$ cat src/rtl/ppi_strobed_port.sv
// One WIDTH-bit 8255-style PPI port: mode 0 latched I/O and mode 1 strobed
// I/O with STB/IBF/INTR (input) and OBF/ACK/INTR (output) handshakes.
module ppi_strobed_port #(
    parameter int WIDTH = 8
) (
    input  logic             clk,
    input  logic             reset,
    input  logic             port_en,
    input  logic             cfg_wr,
    input  logic             cfg_mode,
    input  logic             cfg_dir,
    input  logic             inte_wr,
    input  logic             inte_val,
    input  logic             cpu_wr,
    input  logic [WIDTH-1:0] cpu_wdata,
    input  logic             cpu_rd,
    output logic [WIDTH-1:0] cpu_rdata,
    input  logic [WIDTH-1:0] port_in,
    output logic [WIDTH-1:0] port_out,
    output logic             port_oe,
    input  logic             stb_n,
    input  logic             ack_n,
    output logic             ibf,
    output logic             obf_n,
    output logic             intr,
    output logic             overrun
);

    logic             mode;
    logic             dir;
    logic             inte;
    logic [WIDTH-1:0] out_latch;
    logic [WIDTH-1:0] in_latch;
    logic             stb_h1, stb_h2;
    logic             ack_h1, ack_h2;
    logic             stb_fall, stb_rise, ack_fall, ack_rise;
    logic             wr_ok, rd_ok;
    logic [WIDTH-1:0] rd_mux;

    // Two-deep history: strobes are synchronised before edge detection.
    assign stb_fall = stb_h2 & ~stb_h1;
    assign stb_rise = ~stb_h2 & stb_h1;
    assign ack_fall = ack_h2 & ~ack_h1;
    assign ack_rise = ~ack_h2 & ack_h1;

    assign wr_ok    = cpu_wr & port_en;
    assign rd_ok    = cpu_rd & port_en;
    assign port_out = out_latch;

    always_comb begin
        rd_mux = out_latch;
        if (dir)
            rd_mux = mode ? in_latch : port_in;
    end

    always_ff @(posedge clk) begin
        if (reset) begin
            mode      <= 1'b0;
            dir       <= 1'b1;
            inte      <= 1'b0;
            out_latch <= '0;
            in_latch  <= '0;
            cpu_rdata <= '0;
            port_oe   <= 1'b0;
            ibf       <= 1'b0;
            obf_n     <= 1'b1;
            intr      <= 1'b0;
            overrun   <= 1'b0;
            stb_h1    <= 1'b1;
            stb_h2    <= 1'b1;
            ack_h1    <= 1'b1;
            ack_h2    <= 1'b1;
        end else begin
            // History always tracks pins so a mode change never sees a stale edge.
            stb_h1 <= stb_n;
            stb_h2 <= stb_h1;
            ack_h1 <= ack_n;
            ack_h2 <= ack_h1;

            if (cfg_wr) begin
                mode      <= cfg_mode;
                dir       <= cfg_dir;
                out_latch <= '0;
                ibf       <= 1'b0;
                obf_n     <= 1'b1;
                intr      <= 1'b0;
                inte      <= 1'b0;
                overrun   <= 1'b0;
                port_oe   <= port_en & ~cfg_dir;
            end else begin
                port_oe <= port_en & ~dir;
                if (inte_wr)
                    inte <= inte_val;
                if (rd_ok)
                    cpu_rdata <= rd_mux;

                if (!mode) begin
                    if (wr_ok && !dir)
                        out_latch <= cpu_wdata;
                end else if (dir) begin
                    if (stb_rise && inte && ibf)
                        intr <= 1'b1;
                    if (rd_ok) begin
                        ibf  <= 1'b0;
                        intr <= 1'b0;
                    end
                    // A new strobe outranks a coincident read.
                    if (stb_fall) begin
                        in_latch <= port_in;
                        ibf      <= 1'b1;
                        intr     <= 1'b0;
                        if (ibf)
                            overrun <= 1'b1;
                    end
                end else begin
                    if (ack_fall)
                        obf_n <= 1'b1;
                    if (ack_rise && inte && obf_n)
                        intr <= 1'b1;
                    // A write outranks a coincident acknowledge.
                    if (wr_ok) begin
                        out_latch <= cpu_wdata;
                        obf_n     <= 1'b0;
                        intr      <= 1'b0;
                        if (!obf_n)
                            overrun <= 1'b1;
                    end
                end
            end
        end
    end

endmodule

$ cat config.mk
export PLATFORM = sky130hd
export DESIGN_NAME = ppi_strobed_port
export DESIGN_NICKNAME = d
export VERILOG_FILES = /design/src/rtl/ppi_strobed_port.sv
export SDC_FILE = /design/constraint.sdc
export NUM_CORES = 1
export LEC_CHECK = 0
export ABC_AREA = 0
export BUFFER_PORTS_ARGS = -buffer_cell sky130_fd_sc_hd__buf_2
export CORE_ASPECT_RATIO = 0.5
export CORE_MARGIN = 4
export CORE_UTILIZATION = 40
export CTS_BUF_LIST = sky130_fd_sc_hd__clkbuf_8
export CTS_CLUSTER_SIZE = 16
export DETAILED_ROUTE_END_ITERATION = 7
export GPL_ROUTABILITY_DRIVEN = 0
export MAX_ROUTING_LAYER = met4
export PLACE_DENSITY = 0.68
export SETUP_SLACK_MARGIN = 0.05
export SYNTH_ARGS = -nofsm -noshare
export SYNTH_HDL_FRONTEND = slang
export SYNTH_SLANG_ARGS = --single-unit
$ cat constraint.sdc
create_clock -name clk -period 1.3 [get_ports clk]
set_input_delay 0 -clock clk [delete_from_list [all_inputs] [get_ports clk]]
set_output_delay 0 -clock clk [all_outputs]
set_load 0.1 [all_outputs]
---- Word-level counts from Yosys, hierarchy flattened ----
Index checks and enable logic that the tools add are counted.
word-level totals
  register bits ........................... 36
  input port bits ......................... 28
  output and inout port bits .............. 21
  logic and storage cells ................. 77
operators by class
  equality and inequality tests ........... 6
  mux-type cells .......................... 22
  bitwise gates (word level) .............. 15
  reductions and logical operators ........ 19
operator list
  operator              count
  $mux W8               6
  $mux W1               16
  $reduce_and A3 Y1     4
  $and A1 B1 Y1         8
  $reduce_bool A2 Y1    4
  $not A1 Y1            7
  $ne A2 B1 Y1 const B  3
  $logic_and A1 B1 Y1   5
  $reduce_and A5 Y1     1
  $ne A2 B2 Y1 const B  2
  $ne A4 B1 Y1 const B  1
  $reduce_and A4 Y1     1
  $reduce_bool A3 Y1    1
  $reduce_and A2 Y1     1
  $reduce_or A2 Y1      1
  $logic_not A1 Y1      1

---- Depth between registers and ports, before layout ----
Gate-level depths: netlist (run 1).
  word-level depth ........................ 8
  gate-level depth with buffers ........... 5
  gate-level depth less buffers ........... 3

---- Worst setup path before layout (run 1) ----
OpenSTA, ideal clock, no wires.
  kind .................................... register to register
  start point ............................. reg out_latch[7], in the netlist port_out[7]
  end point ............................... reg cpu_rdata[7]
  library setup time ...................... 0.068 ns
  arrival ................................. 1.444 ns
  required time ........................... 1.232 ns
  path slack .............................. -0.211 ns
  cell stages (with the launch flop) ...... 4
  buffers on the path ..................... 0
  period minus slack after synthesis ...... 1.511 ns
  cells stage by stage .................... dfxtp_1 nor2_1 a211o_1 a21oi_2
on the way
  cells in the longest elaborated chain, start to end .. 1
ends and longest elaborated chain
  element                 line  text
  start, declared         32    logic [WIDTH-1:0] out_latch;
  start signal, assigned  99    out_latch <= cpu_wdata;
  start signal, assigned  122   out_latch <= cpu_wdata;
  $mux W8                 52    if (dir)
  end signal, assigned    95    cpu_rdata <= rd_mux;
  end, declared           17    output logic [WIDTH-1:0] cpu_rdata,
No other way between the ends.
A chain may end at the register's enable or synchronous reset.

---- Final worst setup path (run 1) ----
  start point ............................. in port_en
  end point ............................... reg intr
on the way
  cells in the longest elaborated chain, start to end .. 4
  elaborated cells on any way between the ends .. 9
  those cells by class .................... eq/ne (1); mux (4); bitwise (2); reduce/logical (2)
ends and longest elaborated chain
  element               line  text
  start, declared       8     input logic port_en,
  $and A1 B1 Y1         47    assign rd_ok = cpu_rd & port_en;
  $mux W1               103   if (rd_ok) begin
  $mux W1               108   if (stb_fall) begin
  $mux W1               100   end else if (dir) begin
  end signal, assigned  102   intr <= 1'b1;
  end signal, assigned  105   intr <= 1'b0;
  end signal, assigned  111   intr <= 1'b0;
  end, declared         25    output logic intr,
Several ways; a longest one is shown, not always the timed one.

==> results by group, run 1 <==
Outcome
  – Status: finished clean

Yosys
  – Mapped Nets: 195
  – Synth area leader: dfxtp_1
  – Mean Syn Cell Area: 9.45 µm²
  – Synthesized flop and latch total: 36
  – Register area share after synthesis: 0.457
  – Post-Synthesis Cell Area: 0.00158 mm²
  – Area contributors post-synth: dfxtp_1, mux2i_1, nor2_1
  – Post-synth top area share: 0.457
  – Synth Warn #: 0
  – Gate Count Post-Synth: 167
  – Synth unique cells: 28

Placed design
  – Area post-placement: 0.00189 mm²
  – IO buf count: 48
  – Final HPWL DP: 2650 µm
  – Placed Instances: 261

Die
  – IO Pins: 49
  – Die height: 52.4 µm
  – # rows: 15
  – CORE AREA: 0.00360 mm²
  – Die area: 0.00507 mm²
  – Die W: 96.8 µm
  – Initial Util: 0.438

CTS
  – Root buf cell: clkbuf_8
  – Htree depth: 2
  – CTS tree: yes
  – Worst-path clk slew: 70 ps
  – Clock latency on the worst-skew pair: 290 ps
  – Sink Count: 36
  – Clock Path Buffers: 2
  – Num CTS Buffers: 5

Run
  – Max cap viols: 0

Global route
  – First-pass GRT wire length: 6510 µm
  – Initial antenna violation count: 0
  – Met1 usage: 0.185
  – Overall Global Routing Usage: 0.169
  – Vias in the first global route: 1441
  – M2 GR Usage: 0.303
  – Largest net degree at the start of global routing: 24
  – Gr busiest metal: met2
  – GRT met3 Usage: 0.0452
  – Grt total ovfl: 0

Power
  – Peak VDD IR: 603 µV
  – Combinational power share: 0.167
  – Leakage: 0.933 nW
  – Net Sw Frac: 0.271
  – Power Density: 1020 mW/mm²
  – Clk pwr share: 0.323
  – Switch Pwr: 0.612 mW
  – Part of the power in registers: 0.510
  – Internal power: 1.64 mW

Timing
  – Max Freq: 844 MHz
  – Setup TNS: 0 ps
  – Worst slew pin tran: 495 ps
  – Slew margin rel.: 0.672
  – Minimum clock period: 1190 ps
  – Hold Vio Cnt, Final: 0
  – Final Cycle Share: 0.912
  – Setup violators final: 0
  – Slew Limit Fails: 0
  – RSZ-0062 raised after global routing: false
  – Post-Route Skew: 4.68 ps

Final layout
  – Finished Cell Area: 0.00221 mm²
  – Fin cells: 291
  – Highest-count cells in the layout ignoring fill and taps: buf_2, nor2_1, dlygate4sd3_1
  – Commonest non-fill, non-tap cell in the layout: buf_2
  – Share of layout cells above drive strength 1: 0.392
  – Area Growth Syn to Fin: 39.8%
  – Antenna fix cells: 0
  – Layout net count: 268

Worst setup path
  – CP Max Fanout: 9
  – Depth of the worst register-to-register path: 4
  – Delay-heaviest family, CP: buffers and inverters
  – Startpoint type of the worst setup path: primary input
  – RR Startpoint: dir$_SDFFE_PP1P_
  – RR Endpoint: intr$_SDFFE_PP0P_
  – Crit path depth: 6
  – Max stage delay cell, worst path: dlygate4sd3_1
  – Worst Setup Path Type: in -> reg
  – Largest stage delay on the critical path: 530 ps
  – R2R Setup Slk: 130 ps
  – CP required: 1530 ps
  – Crit. End Element: flop
  – Worst Path Buf+Inv: 3
  – Crit path arrival time: 1410 ps
  – Cell-by-cell trace of the critical path: dlygate4sd3_1, clkbuf_4, and3b_2, buf_12, o21ai_4, o2111a_1

Drt
  – # DRC: 0
  – Final wirelength: 3840 µm
  – Antenna violation net count after detailed routing: 0
  – Initial DRC count: 32
  – Drt first pass iters: 4
  – DR vias/cell: 4.92
  – Routed len/inst: 13.2 µm
  – Total number of vias: 1431

Worst hold path
  – WHS Path Cells: 3
  – Tightest Hold Check Type: in -> reg
  – Worst Hold Launch: cfg_dir
  – Worst Hold Path EP: dir$_SDFFE_PP1P_
final cells by class:
cell class              instances  area (µm²)
clock inverters                 2        8.76
multi-input cells             116         763
clock buffers                   5        68.8
repair buffers                 78         548
inverters                       3        11.3
well taps                      51        63.8
flip-flops and latches         36         742
fillers                       325        1400
cell usage after synthesis:
| cell type | count |
|---|---|
| o22ai_1 | 1 |
| and4b_1 | 2 |
| o21ai_4 | 1 |
| dfxtp_1 | 36 |
| buf_6 | 2 |
| o21ai_0 | 9 |
| nand3_1 | 8 |
| a211o_1 | 8 |
| nand3b_4 | 1 |
| o2111a_1 | 1 |
| buf_2 | 4 |
| a21oi_1 | 14 |
| o31ai_2 | 1 |
| mux2i_1 | 18 |
| nor4bb_1 | 1 |
| a31o_1 | 1 |
| nand4_1 | 1 |
| clkbuf_1 | 4 |
| inv_1 | 3 |
| nand2b_1 | 1 |
| buf_4 | 1 |
| nand4b_1 | 2 |
| nor2_1 | 23 |
| nand2_1 | 11 |
| buf_12 | 1 |
| and3b_1 | 2 |
| a21oi_2 | 5 |
| or2_2 | 5 |
flip-flops by register name (all words and copies together) (netlist names):
register   cells
cpu_rdata      8
in_latch       8
port_out       8
ack_h1         1
ack_h2         1
dir            1
ibf            1
inte           1
intr           1
mode           1
obf_n          1
overrun        1
port_oe        1
stb_h1         1
stb_h2         1
worst register-to-register path, delay by kind of cell (launching register included):
kind	cells	cell delay, ps
compound gates	2	340
flops	1	380
buf+inv	1	150
simple gates	1	240
kinds of logic (layout without fill, tap and decap cells):
logic type      after synthesis  after routing  synth area share
simple gates                 57             57             0.188
buf+inv                      15             88            0.0611
flops                        36             36             0.457
compound gates               41             41             0.180
mux                          18             18             0.114
worst max path at each step:
stage                                         start                        end  slack [ps]
final                                       port_en          intr$_SDFFE_PP0P_         110
after floorplan           cpu_rdata[7]$_SDFFE_PP0P_  cpu_rdata[7]$_SDFFE_PP0P_           6
after global routing                        port_en   port_out[4]$_SDFFE_PP0P_          60
after detailed placement           dir$_SDFFE_PP1P_          intr$_SDFFE_PP0P_          80
after global placement             dir$_SDFFE_PP1P_          intr$_SDFFE_PP0P_         110
after CTS                          dir$_SDFFE_PP1P_          intr$_SDFFE_PP0P_          70
metal layers:
metal	vias up	wire, µm	share of wire
li1	731	-	-
met1	672	1750	0.46
met2	23	1910	0.50
met3	5	125	0.033
met4	0	51	0.013
met5	-	0	0
power by group through the flow:
stage,Combinational [mW],Clock (mW),Sequential [mW]
6_report,0.377,0.729,1.15
5_1_grt,0.407,0.805,1.15
4_1_cts,0.373,0.756,1.15
3_5_place_dp,0.322,0,1.17
3_3_place_gp,0.320,0,1.17
2_1_floorplan,0.144,0,1.26
metrics by stage:
step / worst slack, ps / utilization / power [mW] / hold WS (ps)
floorplan: 6.20 / - / 1.40 / 104
global placement: 110 / 0.525 / 1.49 / 182
detailed placement: 78.9 / 0.525 / 1.49 / 187
CTS: 68.0 / 0.608 / 2.28 / 11.6
global route: 56.4 / 0.612 / 2.36 / 16.0
finish: 115 / 0.612 / 2.26 / 8.54
timing repair:
item,in CTS,in global routing
hold buffers,22,0
resized for setup,0,5
setup buffers,0,1
setup endpoints to repair,0,18
endpoints found under the hold margin,21,0
No activity file was read; power rests on OpenSTA's default activity.
==> run 2, diff against run 1 <==
RECOVER_POWER = 25   (was default)
TNS_END_PERCENT = 1   (was default)
==> run 2 against run 1 <==
  * The run now ends with hold timing left
  * Combinational power decreased by 1%
  * Clock power rose by 16%
  * Flip-flop and latch count unchanged
  * Sequential power about the same
  * Fmax up 0.18%
  * Non-clock buffer count did not move
  * Die area unchanged
  * Critical path depth is 2 lower
  * First-iteration DRC count decreased by 13%
  * Largest cell class unchanged
  * Largest power group unchanged
  * Highest routed layer unchanged
==> results by group, run 2 (synthesized netlist as in run 1, its figures left out) <==
Global route
  – Vias in the first global route: 1427 (-0.97%)
  – Largest net degree at the start of global routing: 22 (-8.3%)
  – Grt total ovfl: 0 (unchanged)
  – Initial antenna violation count: 0 (unchanged)
  – Overall Global Routing Usage: 0.166 (-0.00283)
  – First-pass GRT wire length: 6510 µm (-0.11%)

Final layout
  – Highest-count cells in the layout ignoring fill and taps: buf_2, dfxtp_1, nor2_1, dlygate4sd3_1, mux2i_1
  – Commonest non-fill, non-tap cell in the layout: buf_2
  – Fillers: 320 (-1.5%)
  – Layout net count: 268 (unchanged)
  – Reg area: 726 µm² (-2.2%)
  – Fin cells: 291 (unchanged)
  – Multi-input gate area: 763 µm² (unchanged)
  – Share of layout cells above drive strength 1: 0.333 (-0.0583)
  – Area Growth Syn to Fin: 39.9% (about the same)
  – Antenna fix cells: 0 (unchanged)

Outcome
  – Failing checks: hold timing
  – Status: finished, violations left

Die
  – IO Pins: 49 (unchanged)
  – Die area: 0.00507 mm² (unchanged)
  – Die W: 96.8 µm (unchanged)
  – Initial Util: 0.438 (unchanged)
  – Die height: 52.4 µm (unchanged)
  – # rows: 15 (unchanged)
  – CORE AREA: 0.00360 mm² (unchanged)

Worst setup path
  – Startpoint type of the worst setup path: flop
  – Worst Setup Path Type: reg -> reg
  – Cell-by-cell trace of the critical path: and3b_2, buf_12, mux2i_1, nor2_1
  – Delay-heaviest family, CP: simple AND/OR/NAND/NOR gates
  – Worst Path Buf+Inv: 1 (-2)
  – CP required: 1480 ps (-50 ps)
  – Crit. End Element: flop
  – Largest stage delay on the critical path: 360 ps (-170 ps)
  – CP Max Fanout: 9 (unchanged)
  – Crit path arrival time: 1360 ps (-50 ps)
  – Max stage delay cell, worst path: dfxtp_2

Timing
  – Hold slack: -17.4 ps (-26.0 ps)
  – Minimum clock period: 1180 ps (-2.14 ps)
  – Post-Route Skew: 2.30 ps (-2.37 ps)
  – Worst slew pin tran: 543 ps (+48.3 ps)
  – Hold Vio Cnt, Final: 1 (+1)
  – Setup violators final: 0 (unchanged)
  – Slew Limit Fails: 0 (unchanged)
  – RSZ-0062 raised after global routing: true
  – Slew margin rel.: 0.639 (-0.0329)
  – Final Cycle Share: 0.910 (-0.00164)
  – Max Freq: 845 MHz (+0.18%)

Drt
  – Routed len/inst: 13.0 µm (-1.0%)
  – Final wirelength: 3800 µm (-1.0%)
  – Antenna violation net count after detailed routing: 0 (unchanged)
  – Initial DRC count: 28 (-13%)
  – # DRC: 0 (unchanged)
  – Total number of vias: 1429 (-0.14%)
  – Drt first pass iters: 4 (unchanged)
  – DR vias/cell: 4.91 (-0.14%)

Power
  – Total power: 2.37 mW (+5.1%)
  – Peak VDD IR: 473 µV (-22%)
  – Power Density: 1070 mW/mm² (+5.1%)
  – Leakage: 0.922 nW (-1.2%)

Placed design
  – Final HPWL DP: 2660 µm (+0.43%)
  – IO buf count: 48 (unchanged)
  – Placed Instances: 260 (-0.38%)

CTS
  – Clock Path Buffers: 2 (unchanged)
  – Worst-path clk slew: 70 ps (about the same)
  – Htree depth: 2 (unchanged)
  – Num CTS Buffers: 5 (unchanged)
  – Root buf cell: clkbuf_8
  – Clock latency on the worst-skew pair: 290 ps (about the same)
  – Sink Count: 36 (unchanged)
  – CTS tree: yes

Run
  – Max cap viols: 0 (unchanged)

Worst hold path
  – Tightest Hold Check Type: in -> reg
==> run 2: changes by cell type in the layout (fill, tap and decap cells not counted) <==
cell / delta
dfxtp_1: +13
dfxtp_2: -13
buf_2: -6
clkbuf_2: +6
clkbuf_8: +2
buf_4: -1
clkbuf_1: +1
clkbuf_4: -1
clkinv_2: -1
dlygate4sd3_1: +1
inv_1: -1
==> run 2: area by class of cell <==
class,instances,share of cell area
multi-input cells,116,0.346
flip-flops and latches,36,0.329
repair buffers,78,0.248
clock buffers,7,0.0437
well taps,51,0.0289
inverters,3,0.00510
==> run 2: worst register-to-register path: stages (launching register included) <==
cell,delay [ps]
dfxtp_2,360
and3b_2,320
buf_12,150
mux2i_1,190
nor2_1,50
==> run 2: where the power goes <==
| group | switching, mW | total (mW) | leakage [nW] | internal (mW) |
|---|---|---|---|---|
| logic | 0.217 | 0.372 | 0.579 | 0.155 |
| registers | 0.0210 | 1.15 | 0.293 | 1.13 |
| clock network | 0.378 | 0.849 | 0.0503 | 0.472 |
| total | 0.616 | 2.37 | 0.922 | 1.76 |
==> run 2: per-layer routing <==
metal	routed length, µm	vias up	GRT usage
li1	-	730	-
met1	1740	674	0.176
met2	1870	20	0.297
met3	123	5	0.0452
met4	58	0	0.0839
met5	0	-	-
==> run 2: worst paths after layout <==
check,start,to,slack (ps),cells after the start
max,dir$_SDFFE_PP1P_,port_out[3]$_SDFFE_PP0P_,120,4
min,inte_wr,inte$_SDFFE_PP0P_,-20,3
max reg2reg,dir$_SDFFE_PP1P_,port_out[3]$_SDFFE_PP0P_,120,4
min reg2reg,cpu_rdata[3]$_SDFFE_PP0P_,cpu_rdata[3]$_SDFFE_PP0P_,460,2
==> run 2: timing repair <==
| item | in CTS | in global routing |
|---|---|---|
| resized for setup | 1 | 3 |
| hold buffers | 24 | 0 |
| setup endpoints to repair | 18 | 26 |
| endpoints found under the hold margin | 24 | 0 |
| buffers inserted | 1 | 0 |
==> run 2: stage by stage <==
stage	TNS [ps]	utilization	area [µm²]	worst slack (ps)	hold WS [ps]
finish	0	0.613	2210	117	-17.4
global route	0	0.613	2210	27.2	47.3
CTS	0	0.615	2210	36.3	35.0
detailed placement	-73.9	0.519	1870	-20.6	187
global placement	0	0.519	1870	25.5	184
floorplan	-1310	-	1580	-177	104
